[src/rtl/packer_pkg.sv]
// Shared types and sizing for the byte-to-128-bit-word packer.
package packer_pkg;

    typedef enum logic {FILL, HOLD} packer_state_t;

    localparam int BYTES_PER_WORD = 16;
    localparam int IDX_W          = 4;

endpackage

[src/rtl/byte_word_packer.sv]
// Packs a valid/ready byte stream little-endian into 128-bit words, with a
// one-word output register and a HOLD state for full-rate backpressure.
module byte_word_packer
    import packer_pkg::*;
#(
    parameter int WORD_W = 128,
    parameter int BYTE_W = 8
) (
    input  logic              clk,
    input  logic              rst,
    input  logic              in_valid,
    output logic              in_ready,
    input  logic [BYTE_W-1:0] in_data,
    input  logic              in_last,
    output logic              out_valid,
    input  logic              out_ready,
    output logic [WORD_W-1:0] out_data,
    output logic [4:0]        out_nbytes
);

    // Handshakes: a byte moves when in_valid && in_ready, a word moves when
    // out_valid && out_ready; in_ready is a pure decode of the state flop.

    packer_state_t                               state;
    logic [BYTES_PER_WORD-1:0][BYTE_W-1:0]       acc;
    logic [BYTES_PER_WORD-1:0][BYTE_W-1:0]       acc_wr;
    logic [BYTES_PER_WORD-1:0][BYTE_W-1:0]       word_nxt;
    logic [IDX_W-1:0]                            idx;
    logic [4:0]                                  len_q;
    logic [4:0]                                  len_nxt;
    logic                                        accept;
    logic                                        completing;
    logic                                        slot_free;

    assign in_ready   = (state == FILL);
    assign accept     = in_valid && in_ready;
    assign completing = accept && ((idx == IDX_W'(BYTES_PER_WORD - 1)) || in_last);
    assign slot_free  = !out_valid || out_ready;
    assign len_nxt    = {1'b0, idx} + 5'd1;

    // acc_wr: accumulator with the incoming lane written.
    // word_nxt: same, but every lane above idx forced to zero.
    always_comb begin
        acc_wr   = acc;
        word_nxt = '0;
        for (logic [IDX_W:0] lane = '0; lane < (IDX_W+1)'(BYTES_PER_WORD); lane++) begin
            if (lane[IDX_W-1:0] == idx) begin
                acc_wr[lane[IDX_W-1:0]]   = in_data;
                word_nxt[lane[IDX_W-1:0]] = in_data;
            end else if (lane < {1'b0, idx}) begin
                word_nxt[lane[IDX_W-1:0]] = acc[lane[IDX_W-1:0]];
            end
        end
    end

    always_ff @(posedge clk or posedge rst) begin
        if (rst) begin
            state      <= FILL;
            acc        <= '0;
            idx        <= '0;
            len_q      <= '0;
            out_valid  <= 1'b0;
            out_data   <= '0;
            out_nbytes <= '0;
        end else begin
            // A transfer with no reload drops valid; loads below override this.
            if (out_valid && out_ready) begin
                out_valid <= 1'b0;
            end
            case (state)
                FILL: begin
                    if (accept && !completing) begin
                        acc <= acc_wr;
                        idx <= idx + 1'b1;
                    end else if (completing && slot_free) begin
                        out_data   <= word_nxt;
                        out_nbytes <= len_nxt;
                        out_valid  <= 1'b1;
                        acc        <= '0;
                        idx        <= '0;
                    end else if (completing) begin
                        acc   <= acc_wr;
                        len_q <= len_nxt;
                        state <= HOLD;
                    end
                end
                HOLD: begin
                    // Lanes above the held length are already zero in acc.
                    if (slot_free) begin
                        out_data   <= acc;
                        out_nbytes <= len_q;
                        out_valid  <= 1'b1;
                        acc        <= '0;
                        idx        <= '0;
                        state      <= FILL;
                    end
                end
                default: state <= FILL;
            endcase
        end
    end

endmodule

[config.mk]
export PLATFORM = sky130hd
export DESIGN_NAME = byte_word_packer
export DESIGN_NICKNAME = d
export VERILOG_FILES = /design/src/rtl/packer_pkg.sv /design/src/rtl/byte_word_packer.sv
export SDC_FILE = /design/constraint.sdc
export NUM_CORES = 1
export LEC_CHECK = 0
export CAP_MARGIN = 20
export CORE_MARGIN = 2
export CORE_UTILIZATION = 50
export CTS_CLUSTER_SIZE = 14
export DETAILED_ROUTE_END_ITERATION = 16
export MAX_ROUTING_LAYER = met4
export PLACE_DENSITY_LB_ADDON = 0.15
export SLEW_MARGIN = 20
export SYNTH_ARGS = -nofsm -noshare
export SYNTH_HDL_FRONTEND = slang
export SYNTH_SLANG_ARGS = --single-unit
[constraint.sdc]
create_clock -name clk -period 22.2 [get_ports clk]
set_clock_uncertainty 0.1 [all_clocks]
set_input_delay 2.22 -clock clk [delete_from_list [all_inputs] [get_ports clk]]
set_output_delay 2.22 -clock clk [all_outputs]
set_load 0.01 [all_outputs]
; ---- Yosys cells after proc, flatten, opt, wreduce, memory -nomap -nowiden
; Cells that the tools add are included.
[word_totals]
out_inout_bits = 135
regBits = 272
[op_classes]
order_cmp = 15
bitwise = 3
reduce_logical = 14
eq_ne = 21
n_addsub = 2
mux = 74
[ops]
columns = operator, n
row1 = 128-bit 2-to-1 mux, 7
row2 = 128-bit case mux with 2 select lines, 2
row3 = 8-bit 2-to-1 mux, 47
row4 = "4-bit == test, first input constant", 8
row5 = "4-bit less-than comparator, first input constant", 7
row6 = "3-bit by 4-bit == test with 1-bit output, first input constant", 4
row7 = "3-bit by 4-bit less-than comparator with 1-bit output, first input constant", 4
row8 = 5-bit 2-to-1 mux, 3
row9 = 4-bit 2-to-1 mux, 3
row10 = 5-bit case mux with 2 select lines, 1
row11 = "2-bit by 4-bit == test with 1-bit output, first input constant", 2
row12 = "1-bit by 4-bit less-than comparator with 1-bit output, first input constant", 2
row13 = "2-bit by 4-bit less-than comparator with 1-bit output, first input constant", 2
row14 = 1-bit 2-to-1 mux, 8
row15 = 4-bit case mux with 2 select lines, 1
row16 = "4-bit by 1-bit adder with 5-bit output, second input constant", 1
row17 = 1-bit logical AND, 5
row18 = "4-bit by 1-bit adder with 4-bit output, second input constant", 1
row19 = "1-bit by 4-bit == test with 1-bit output, first input constant", 1
row20 = "4-bit == test, second input constant", 1
row21 = 4-bit logical NOT, 1
row22 = "2-bit by 1-bit inequality test with 1-bit output, second input constant", 2
row23 = "4-bit by 1-bit inequality test with 1-bit output, second input constant", 1
row24 = 1-bit case mux with 2 select lines, 2
row25 = other kinds (8), 13

; ---- Depth between registers and ports, before layout
; Gate-level depths: netlist of run 1.
[depth]
word_depth = 7
ltp_mapped = 9
depth_no_buf = 6

; ---- Worst setup path before layout of run 1
; OpenSTA, ideal clock, no wires.
[synth_timing]
path_type = input to register
start = in out_ready
end = reg len_q[0]
arrival_ns = 3.281
setup_slack_ns = 18.694
cell_stages = 4
required_time_ns = 21.975
setup_ns = 0.125
path_cell_list = nand2b_1 or2_2 nor2_1 mux2_2
[synth_via]
elab_chain_len = 4
[synth_lines]
columns = item, line_no
row1 = "start, declared", byte_word_packer.sv:16  ; input logic out_ready,
row2 = 1-bit logical OR, byte_word_packer.sv:38  ; assign slot_free = !out_valid || out_ready;
row3 = 1-bit logical AND, byte_word_packer.sv:75  ; end else if (completing && slot_free) begin
row4 = 1-bit NOT (no line), n/a
row5 = 4-bit AND reduction (no line), n/a
row6 = "end signal, assigned", byte_word_packer.sv:83  ; len_q <= len_nxt;
row7 = "end, declared", byte_word_packer.sv:29  ; logic [4:0] len_q;
; No other way between the ends.
; A chain may end at the register's enable or synchronous reset.

; ---- Final worst setup path of run 1
[layout_timing]
start = in in_valid
end = reg idx[3]
[layout_via]
elab_chain_len = 6
word_cells_on_any_way = 9
cone_classes = eq/ne: 1 / mux: 2 / reduce/logical: 6
[layout_lines]
columns = item, line_no
row1 = "start, declared", byte_word_packer.sv:11  ; input logic in_valid,
row2 = 1-bit logical AND (*), byte_word_packer.sv:36  ; assign accept = in_valid && in_ready;
row3 = 1-bit logical AND, byte_word_packer.sv:37  ; assign completing = accept && ((idx == IDX_W'(BYTES_PER_WORD - 1)) || in_last);
row4 = 1-bit logical NOT, byte_word_packer.sv:72  ; if (accept && !completing) begin
row5 = 1-bit logical AND, byte_word_packer.sv:72
row6 = 4-bit 2-to-1 mux or 3-bit by 1-bit inequality test with 1-bit output (tied branches), n/a
row7 = 4-bit case mux with 2 select lines or 2-bit AND reduction (tied branches), n/a
row8 = "end signal, assigned", byte_word_packer.sv:74  ; idx <= idx + 1'b1;
row9 = "end, declared", byte_word_packer.sv:28  ; logic [IDX_W-1:0] idx;
; Every way passes the cells marked *; elsewhere a longest branch is shown, timed or not.

==> impl_metrics.tcl, run 1 <==
set metrics [dict create \
    status "completed" \
    iteration_count_of_the_initial_detailed_routing_pass 5 \
    p_leak_nw 6.45 \
    detail_route.drc_violations 0 \
    post_synth.cell_area_avg_um2 10.5 \
    number_of_failing_setup_endpoints_in_the_final_timing_report 0 \
    syn-cell-area_um2 12400 \
    reg2reg_setup_slack_ns 18.18 \
    ys_seq_elements 272 \
    critPathMaxFanout 86 \
    dr.first_iter.drc_count 755 \
    cap_viol_max_count 0 \
    detailroute.via_count 9726 \
    port_buffers 147 \
    max_slew.worst_pin.slew_ns 0.924 \
    std_cell_rows 57 \
    hp-class "reg -> reg" \
    final.fill_count 2075 \
    clockBufferDepth 3 \
    horiz_die_dim_um 162 \
    synthToLayoutAreaGrowth_pct 20.6 \
    grt_start_max_net_pins 164 \
    synth.top_cells.by_area "dfrtp_1 55%, nor2_1 8.6%, mux2i_1 6.2%" \
    netlist.top_cell.by_area "dfrtp_1" \
    peakVddDrop_mv 0.0514 \
    insertedDiodeCount 0 \
    dp.cells 1571 \
    powerDensity_nw_per_um2 98.0 \
    synth-simple-area-share_pct 17.0 \
    hold_path.startpoint "out_data[2]$_DFFE_PP0P_" \
    grt_first_pass_wirelength_mm 54.2 \
    sequential_area_share_after_synthesis_pct 54.7 \
    drv_slew 0 \
    multiInputGateArea_um2 5120 \
    wire_length_reported_by_the_detailed_router_mm 34.0 \
    hpwlAfterDp_mm 19.9 \
    final_critical_path_setup_slack_ns 17.53 \
    synth_top_cell_area_share_pct 54.7 \
    ioPinCount 148 \
    h-tree-depth 1 \
    fin_nets 1296 \
    worst_setup_path_end_kind "register" \
    cts_buffers 29 \
    setup_repair_after_global_routing_missed_its_margin "false" \
    regArea_um2 6810 \
    synth_top_family_by_area "simple AND/OR/NAND/NOR gates" \
    worst_ep_required_time_ns 22.52 \
    final.period_utilization_pct 21.0 \
    gpl.final_weighted_congestion 0.795 \
    synth_fa_ha_area_share_pct 0.402 \
    postCtsHoldBufs 0 \
    setup.worst_path.class "in -> reg" \
    startpoint_type "primary input" \
    yosys.area_share.xor_xnor_pct 0.141 \
    synthArstFlopShare_pct 100 \
    synth_compound_gate_area_share_pct 16.2 \
    post_synth_mux_area_share_pct 7.28 \
    edff_count_synth 0 \
    post-place-ws_ns 16.89 \
    route.detailed.vias_per_inst 5.99 \
    worst_r2r_startpoint "idx[1]$_DFFE_PP0P_" \
    grt_overflow 0 \
    ys_types 56 \
    cts.repair_timing.setup_buffer_count 0 \
    clk_pin_slew_ns 0.06 \
    synth.net_count 1206 \
    post-route-util_pct 61.5 \
    grt_pass1_vias 9590 \
    design.die.area_um2 26200 \
    cts.sinks 272 \
    maximum_achievable_frequency_mhz 214 \
    clock_insertion_delay_worst_skew_ns 0.55 \
    dpl_cell_area_um2 14000 \
    grt_util_all_layers_pct 26.8 \
    start_util_pct 51.0 \
    period_needed_ns 4.67 \
    finalHoldViolCount 0 \
    clock-root-buffer "clkbuf_16" \
    cts_tree "done" \
    synthCells 1189 \
    worstPathArrival_ns 4.99 \
    startpoint "in_valid" \
    final_layout_size_suffix_gt1_share_pct 9.46 \
    final_design_area_no_fill_um2 15000 \
    die_h_um 162 \
    worst_slew_margin_rel_pct 38.3 \
    timing.setup.tns_ns 0 \
    antenna_violations_before_repair 0 \
    detail-route-antenna-nets 0 \
    coreArea_um2 24400 \
    synth-warning-count 0 \
    layout.cells.non_filler 1624 \
    post_cts_resized 0 \
    avgRoutedWirePerCell_um 20.9 \
    postSynth.topFlopCell "dfrtp_1" \
]
==> worst max-delay path, cell delays in order <==
cell             delay, ns
clkdlybuf4s50_1       0.57
and4_1                0.34
o21a_4                0.48
buf_4                 0.77
nor2_1                0.20
a211o_1               0.34
==> Yosys cell counts (all sizes together), types with 2 or more instances <==
master / count
a31o: 8
mux2i: 77
a211o: 2
or3: 2
nand2: 51
nand2b: 5
and3b: 4
ha: 4
dfrtp: 272
mux2: 12
nand4: 7
o31ai: 3
nor2: 290
nand3: 22
nor3b: 6
xnor2: 2
a31oi: 24
a21o: 3
inv: 5
and3: 2
nor4: 3
or2: 2
o21a: 2
buf: 51
o21ai: 40
a21oi: 25
and2: 5
nor3: 11
a32o: 6
a221oi: 84
clkbuf: 56
a22o: 63
nor2b: 33
==> placed cells by master, fill, tap and decap left out, drive strengths merged, types with 6 or more instances in the layout <==
cell,synthesis,final
clkbuf,56,44
inv,5,7
nand4,7,7
a221oi,84,84
nand2,51,51
nor3b,6,6
o21ai,40,40
a31o,8,8
nor3,11,11
nand3,22,22
mux2i,77,77
a32o,6,6
a22o,63,63
mux2,12,12
a31oi,24,24
nor2,290,290
dfrtp,272,272
a21oi,25,25
clkdlybuf4s50,0,147
nor2b,33,33
buf,51,19
==> worst paths after layout <==
kind	to	depth (start not counted)
min in group asynchronous	out_data[26]$_DFFE_PP0P_	2
max in group asynchronous	idx[3]$_DFFE_PP0P_	3
worst max register to register	idx[3]$_DFFE_PP0P_	6
worst min register to register	out_data[2]$_DFFE_PP0P_	2
worst min-delay path	out_data[2]$_DFFE_PP0P_	2
worst max-delay path	idx[3]$_DFFE_PP0P_	6
==> layout make-up <==
| type | instances | share of cell area [%] |
|---|---|---|
| repair buffers | 166 | 11.0 |
| flip-flops and latches | 272 | 45.4 |
| inverters | 6 | 0.200 |
| well taps | 324 | 2.70 |
| clock inverters | 8 | 0.834 |
| clock buffers | 44 | 5.75 |
| multi-input cells | 804 | 34.2 |
==> metal layers <==
metal  wire (µm)  GRT usage [%]  up-vias
met2       16400           42.5      315
met5           0              -        -
met4         870           7.24        0
met1       15000           37.0     4918
met3        1720           3.24       65
li1            -              -     4428
==> logic make-up (layout without fill, tap and decap cells) <==
kind of cell    Yosys count  in the layout
xor+xnor                  2              2
buf+inv                 113            224
compound gates          261            261
flops                   272            272
fa+ha+maj                 4              4
simple gates            448            448
mux                      89             89
==> report_power, final <==
group | switching [mW] | internal [mW] | total, mW
clock network | 0.198 | 0.302 | 0.500
logic | 0.186 | 0.166 | 0.352
registers | 0.0511 | 0.567 | 0.618
total | 0.435 | 1.03 | 1.47
==> flip-flops by register name (all words and copies together) (netlist names) <==
register,cells
acc,128
idx,4
out_valid,1
out_data,128
state,1
len_q,5
out_nbytes,5
==> metrics by stage <==
stage / total power, mW / hold WS (ns)
6_report: 1.47 / 0.386
5_1_grt: 1.54 / 0.408
4_1_cts: 1.48 / 0.387
3_5_place_dp: 0.979 / 0.373
3_3_place_gp: 0.974 / 0.362
2_1_floorplan: 0.810 / 0.350
Note: power is estimated with default switching activity, not from simulation.
==> run 2, diff against run 1 <==
- clock period: 22.2 -> 4.4 ns (I/O delays scaled with it)
==> impl_metrics.tcl, run 2 (synthesis gave the netlist of run 1 again) <==
set metrics [dict create \
    status "completed" \
    h-tree-depth 1 \
    clockBufferDepth 3 \
    startpoint_type "register" \
    grt_pass1_vias 9421 \
    grt_first_pass_wirelength_mm 54.7 \
    setup.worst_path.class "reg -> reg" \
    startpoint "idx[1]$_DFFE_PP0P_" \
    gpl.final_weighted_congestion 0.833 \
    power.total_mw 7.23 \
    max_slew.worst_pin.slew_ns 1.11 \
    grt_util_all_layers_pct 27.4 \
    peakVddDrop_mv 0.339 \
    powerDensity_nw_per_um2 481 \
    std_cell_rows 57 \
    fin_nets 1303 \
    iteration_count_of_the_initial_detailed_routing_pass 5 \
    post_cts_resized 0 \
    rr_worst_depth 7 \
    cts_tree "done" \
    cap_viol_max_count 0 \
    layout.cells.non_filler 1629 \
    maximum_achievable_frequency_mhz 319 \
    cts_buffers 28 \
    ioPinCount 148 \
    period_needed_ns 3.14 \
    route.detailed.vias_per_inst 5.99 \
    dp.cells 1579 \
    hp-class "in -> async" \
    hpwlAfterDp_mm 21.4 \
    number_of_failing_setup_endpoints_in_the_final_timing_report 0 \
    design.die.area_um2 26200 \
    worst_ep_required_time_ns 4.76 \
    antenna_violations_before_repair 0 \
    start_util_pct 51.0 \
    detailroute.via_count 9757 \
    die_h_um 162 \
    worst_slew_margin_rel_pct 26.1 \
    dr.first_iter.drc_count 874 \
    worst_setup_path_end_kind "register" \
    avgRoutedWirePerCell_um 21.3 \
    horiz_die_dim_um 162 \
    reg.largest.list "acc: 128 flops, out_data: 128 flops" \
    final_layout_size_suffix_gt1_share_pct 10.1 \
    wire_length_reported_by_the_detailed_router_mm 34.6 \
    detail-route-antenna-nets 0 \
    insertedDiodeCount 0 \
    cts.repair_timing.setup_buffer_count 0 \
    critical_path.most_common_cell "a21oi_1" \
    timing.setup.tns_ns 0 \
    clock-root-buffer "clkbuf_16" \
    grt_overflow 0 \
    synthToLayoutAreaGrowth_pct 20.9 \
    grt_start_max_net_pins 96 \
    drv_slew 0 \
    critical_path.cell_chain "ha_1, buf_4, and4_1, o21ai_4, buf_12, a21oi_1, a21oi_1" \
    clk_pin_slew_ns 0.06 \
    critPathMaxFanout 95 \
    finalHoldViolCount 0 \
    cts.sinks 272 \
    final.period_utilization_pct 71.3 \
    maximum_cell_stage_delay_along_the_critical_path_ns 0.78 \
    postCtsHoldBufs 0 \
    setup_repair_after_global_routing_missed_its_margin "false" \
    crit_slowest_cell "o21ai_4" \
    most_frequent_cells_in_the_layout "284 x nor2_1, 269 x dfrtp_1, 147 x clkdlybuf4s50_1" \
    worst_r2r_startpoint "idx[1]$_DFFE_PP0P_" \
    coreArea_um2 24400 \
    detail_route.drc_violations 0 \
    port_buffers 147 \
    mostFrequentLayoutCell "nor2_1" \
    p_leak_nw 6.47 \
    worstPathArrival_ns 3.50 \
    clock_insertion_delay_worst_skew_ns 0.54 \
]
[run 2: changes by cell type in the layout (fill, tap and decap cells not counted), sizes merged]
cell | previous run | this run
buf | 19 | 27
inv | 7 | 4
clkinv | 4 | 7
clkinvlp | 0 | 3
clkbuf | 44 | 41
bufinv | 3 | 0
[run 2: worst max-delay path: cells and delay by family, from the launching register on]
kind | cells | cell delay (ns)
AO/OA/AOI/OAI | 3 | 1.05
buffers and inverters | 2 | 0.65
flip-flops | 1 | 0.58
adder cells (fa/ha/maj) | 1 | 0.38
AND/OR/NAND/NOR | 1 | 0.26
[run 2: per-layer routing]
layer / wire [µm] / GRT usage, % / share of wire, %
met1: 15100 / 39.0 / 44
met2: 16400 / 41.6 / 47
met4: 777 / 7.04 / 2.2
met3: 2420 / 4.21 / 7.0
met5: 0 / - / 0
[run 2: layout make-up]
type	count	area, µm²
clock buffer	41	861
clock inverter	8	48.8
fill	2041	9350
inverter	6	26.3
multi-input combinational	804	5120
sequential	272	6810
tap	324	405
timing repair buffer	174	1770
[run 2: worst paths after layout]
kind / to / slack [ns]
worst min register to register: len_q[4]$_DFFE_PP0P_ / 0.38
worst max-delay path: out_data[82]$_DFFE_PP0P_ / 1.26
max in group asynchronous: acc[50]$_DFFE_PP0P_ / 3.05
worst max register to register: out_data[82]$_DFFE_PP0P_ / 1.26
min in group clk: len_q[4]$_DFFE_PP0P_ / 0.38
worst min-delay path: acc[27]$_DFFE_PP0P_ / 0.18
[run 2: stage by stage]
step	utilization, %	hold WS (ns)	worst slack, ns	area (µm²)
CTS	61.6	0.184	1.31	15000
floorplan	-	0.350	0.265	12400
detailed placement	57.9	0.370	1.33	14100
finish	61.6	0.182	1.26	15000
global placement	57.8	0.365	1.38	14100
global route	61.6	0.219	1.04	15000
[run 2: power breakdown]
part / switching [mW] / internal [mW] / leakage, nW
clock: 0.978 / 1.35 / 0.450
sequential: 0.264 / 2.86 / 3.53
combinational: 0.927 / 0.854 / 2.49
total: 2.17 / 5.06 / 6.47
